`config.mk`:
```
export PLATFORM = sky130hd
export DESIGN_NAME = input_conditioner
export DESIGN_NICKNAME = d
export VERILOG_FILES = /design/src/rtl/input_conditioner.sv
export SDC_FILE = /design/constraint.sdc
export NUM_CORES = 1
export LEC_CHECK = 0
export CAP_MARGIN = 10
export CORE_ASPECT_RATIO = 0.8
export CORE_MARGIN = 3
export CORE_UTILIZATION = 53
export DETAILED_ROUTE_END_ITERATION = 10
export HOLD_SLACK_MARGIN = 0.1
export PLACE_DENSITY = 0.76
export SLEW_MARGIN = 20
export SYNTH_ARGS = -nofsm -noshare
export SYNTH_HDL_FRONTEND = slang
export SYNTH_SLANG_ARGS = --single-unit
export TNS_END_PERCENT = 1
```
`constraint.sdc`:
```
create_clock -name clk -period 1.75 [get_ports clk]
set_clock_uncertainty 0.2 [all_clocks]
set_input_delay 0.2625 -clock clk [delete_from_list [all_inputs] [get_ports clk]]
set_output_delay 0.2625 -clock clk [all_outputs]
set_load 0.005 [all_outputs]
```
`src/rtl/input_conditioner.sv`:
```
// N-channel raw input conditioner: 2-flop synchroniser, polarity normalisation,
// tick-qualified counter debounce and registered rise/fall pulses.
module input_conditioner #(
  parameter int unsigned            CHANNELS        = 4,
  parameter int unsigned            DEBOUNCE_CYCLES = 16,
  parameter logic [CHANNELS-1:0]    ACTIVE_LOW_MASK = '0,
  parameter int unsigned            CNT_W           = $clog2(DEBOUNCE_CYCLES) + 1
) (
  input  logic                clk,
  input  logic                Reset_n,
  input  logic [CHANNELS-1:0] raw_in,
  input  logic                sample_tick,
  output logic [CHANNELS-1:0] level,
  output logic [CHANNELS-1:0] rise,
  output logic [CHANNELS-1:0] fall,
  output logic                any_rise
);

  localparam logic [CNT_W-1:0] CNT_LAST = CNT_W'(DEBOUNCE_CYCLES - 1);

  logic [CHANNELS-1:0] sync1;
  logic [CHANNELS-1:0] sync2;
  logic [CHANNELS-1:0] norm_c;
  logic [CNT_W-1:0]    cnt      [CHANNELS];
  logic [CNT_W-1:0]    cnt_next [CHANNELS];
  logic [CHANNELS-1:0] level_next;
  logic [CHANNELS-1:0] rise_next;
  logic [CHANNELS-1:0] fall_next;

  assign norm_c = sync2 ^ ACTIVE_LOW_MASK;

  // Per-channel debounce decision; a disagreeing input must survive a full tick count.
  always_comb begin
    level_next = level;
    rise_next  = '0;
    fall_next  = '0;
    for (int i = 0; i < CHANNELS; i++) begin
      cnt_next[i] = cnt[i];
      if (norm_c[i] == level[i]) begin
        cnt_next[i] = '0;
      end else if (sample_tick) begin
        if (cnt[i] == CNT_LAST) begin
          cnt_next[i]   = '0;
          level_next[i] = norm_c[i];
          rise_next[i]  = norm_c[i];
          fall_next[i]  = ~norm_c[i];
        end else begin
          cnt_next[i] = cnt[i] + CNT_W'(1);
        end
      end
    end
  end

  // State and output registers; reset discards any in-progress count.
  always_ff @(posedge clk) begin
    if (!Reset_n) begin
      sync1    <= ACTIVE_LOW_MASK;
      sync2    <= ACTIVE_LOW_MASK;
      level    <= '0;
      rise     <= '0;
      fall     <= '0;
      any_rise <= 1'b0;
      for (int i = 0; i < CHANNELS; i++) begin
        cnt[i] <= '0;
      end
    end else begin
      sync1    <= raw_in;
      sync2    <= sync1;
      level    <= level_next;
      rise     <= rise_next;
      fall     <= fall_next;
      any_rise <= |rise_next;
      for (int i = 0; i < CHANNELS; i++) begin
        cnt[i] <= cnt_next[i];
      end
    end
  end

endmodule

```
==> summary.txt <==
Cells and area
  – Layout cells sized above 1: 12.44%
  – Area delta synth->final: 24.92%
  – Number of diodes: 0
  – Core Util, Final: 70.72%
  – Final net count: 211

Timing
  – Finish-stage setup viols: 0
  – Final hold viol count: 0
  – Least-Margin Pin Slew: 0.4053 ns
  – Max Slew Vio Count: 0
  – Setup_tns: 0 ns
  – RSZ-0062 raised after global routing: false
  – Period Utilization, post-route: 96.03%
  – Minimum clock period: 1.681 ns
  – FMAX: 595.1 MHz
  – Rel. slew slack: 72.80%
  – Setup slack after layout: 0.06948 ns

Clocking
  – Total CTS buffers: 5
  – Clock Path Buffers: 2
  – Clk Latency, worst-skew pair: 0.29 ns
  – TritonCTS clock tree: done
  – Cts hold-fix bufs: 0
  – Post-CTS Setup Bufs: 0
  – CTS-repair resized insts: 0
  – CTS clock-pin slew for the worst setup and hold paths: 0.08 ns
  – CTS sink cnt: 41
  – Root Driver: clkbuf_8
  – Max H-tree Level: 2

Drt
  – Drt first pass iters: 4
  – Routed Antenna Nets: 0
  – Post-Route WL: 3.244 mm
  – Vias: 1292
  – Vias per cell: 5.406
  – # DRC: 0
  – Avg WL per Cell: 13.57 um
  – Iteration-0 DRC Markers: 120

Die
  – Row cnt: 17
  – Core area: 2829 um2
  – Starting Density: 56.61%
  – Num ports: 20
  – Die Y: 55.17 um
  – Die area: 3721 um2
  – Die Span X: 67.46 um

Pwr
  – Pwr/cell area: 814.0 nW/um2
  – Overall Power: 0.001628 W
  – P_leak: 0.7922 nW
  – Max IR drop VDD: 0.5186 mV

Run status
  – Status: completed

Yosys
  – Area contributors post-synth: dfxtp_1, xor2_1, and2_1
  – Synthesis Warnings: 0
  – Seq/Total Area, Yosys: 51.25%
  – Synth Register Bits: 41
  – Post-Syn Instances: 166
  – Mean Syn Cell Area: 9.648 um2
  – Yosys cell types: 30
  – Post-synth top area share: 51.25%
  – Synthesized Nets: 177
  – Synth area leader: dfxtp_1
  – Netlist Area Pre-Place: 1602 um2

Worst hold path
  – Hold depth: 1
  – Hold Crit Class: flip-flop to flip-flop

Global route
  – Total track usage: 19.82%
  – Vias in the first global route: 1261
  – First-pass GRT wire length: 5.361 mm
  – Initial antenna violation count: 0
  – Grt ovf: 0
  – Largest net degree at the start of global routing: 18

Setup path
  – Arrival time worst endpoint: 1.66 ns
  – Startpoint Class: flip-flop
  – Setup crit end kind: flip-flop
  – Req. time, crit path: 1.73 ns
  – Worst-path maximum fanout: 4
  – Worst Reg-to-Reg Cells: 4
  – Critical path type: flip-flop to flip-flop

Place
  – Dpl hpwl: 2.362 mm
  – DP Worst Slack: -0.1155 ns
  – Number of port buffers: 19
  – Gpl congestion: 0.8323

Job
  – Max-capacitance violation count: 0
## area by class of cell
type	count	area, um2
flip-flops and latches	41	822.0
multi-input cells	116	732.0
inverters	6	22.52
clock buffers	5	68.82
well taps	38	47.55
clock inverters	3	22.52
repair buffers	30	285.3
fillers	218	828.3
## per-stage QoR
stage               hold slack [ns]  cell area, um2  instances
finish                       0.2545            2001        239
floorplan                    0.1842            1602        166
CTS                          0.2542            1999        239
global placement             0.2234            1908        231
global route                 0.2817            2001        239
detailed placement           0.2339            1908        231
## cells by family (layout without fill, tap and decap cells)
| kind of cell | count (synthesis) | after routing | synth area share, % |
|---|---|---|---|
| AOI/OAI and AO/OA | 22 | 22 | 7.734 |
| adders and majority gates | 4 | 4 | 3.125 |
| buffers and inverters | 9 | 44 | 3.046 |
| xor gates and xnor gates | 10 | 10 | 5.469 |
| DFF | 41 | 41 | 51.25 |
| muxes | 1 | 1 | 0.6250 |
| and+or+nand+nor | 79 | 79 | 28.75 |
## where the power goes
part / switching, W / internal [W] / total [W]
clock network: 0.000330 / 0.000282 / 0.000612
registers: 0.00000591 / 0.000942 / 0.000948
logic: 0.0000329 / 0.0000351 / 0.0000680
## critical path: stages, from the launching register on
cell,delay (ns)
dfxtp_1,0.35
ha_1,0.25
and4_4,0.21
and3_1,0.19
o41a_1,0.37
## synth_stat cells
master,n
nand4b_4,1
a21oi_1,11
nand3b_2,1
nor2b_1,4
a41oi_1,1
dfxtp_1,41
ha_1,4
nand2_2,1
nand2_4,1
o21ai_0,7
and3_1,3
nand4b_1,3
and2_1,10
nand4_1,4
buf_6,2
and4_4,1
nand3b_1,4
mux2i_1,1
nor4_1,7
o41a_1,1
xor2_1,10
nand2_1,15
a311oi_1,1
nor3_1,4
clkbuf_1,1
inv_1,6
nor2_1,12
or3_1,3
nand3_1,5
o21ai_1,1
## registers in the layout, indices dropped and copies added (netlist names)
signal    cells
rise          4
cnt          20
level         4
norm_c        4
any_rise      1
fall          4
sync1         4
## routing by layer
| metal | part of all wire, % | GRT usage, % | vias up |
|---|---|---|---|
| met4 | 1.9 | 10.10 | 0 |
| met2 | 48 | 32.47 | 36 |
| li1 | - | - | 651 |
| met5 | 0 | 0 | - |
| met1 | 45 | 23.08 | 596 |
| met3 | 5.5 | 7.071 | 9 |
## cells in the final DEF (no fill, tap or decap), drive strengths merged
| master | instances |
|---|---|
| o41a | 1 |
| ha | 4 |
| a41oi | 1 |
| dfxtp | 41 |
| a311oi | 1 |
| xor2 | 10 |
| buf | 11 |
| nand2 | 17 |
| mux2i | 1 |
| nor3 | 4 |
| nand4 | 4 |
| and3 | 3 |
| or3 | 3 |
| nand3b | 5 |
| inv | 6 |
| o21ai | 8 |
| and4 | 1 |
| nor4 | 7 |
| clkdlybuf4s50 | 19 |
| nand3 | 5 |
| nor2 | 12 |
| and2 | 10 |
| nor2b | 4 |
| clkinv | 3 |
| nand4b | 4 |
| clkbuf | 5 |
| a21oi | 11 |
## worst paths after layout
check,endpoint,start,slack (ns)
min,norm_c[0]$_SDFF_PN0_,sync1[0]$_SDFF_PN0_,0.25
max reg2reg,any_rise$_SDFF_PN0_,cnt[1][0]$_SDFFE_PP0P_,0.07
min reg2reg,norm_c[0]$_SDFF_PN0_,sync1[0]$_SDFF_PN0_,0.25
max,any_rise$_SDFF_PN0_,cnt[1][0]$_SDFFE_PP0P_,0.07
(Power assumes the default switching activity.)
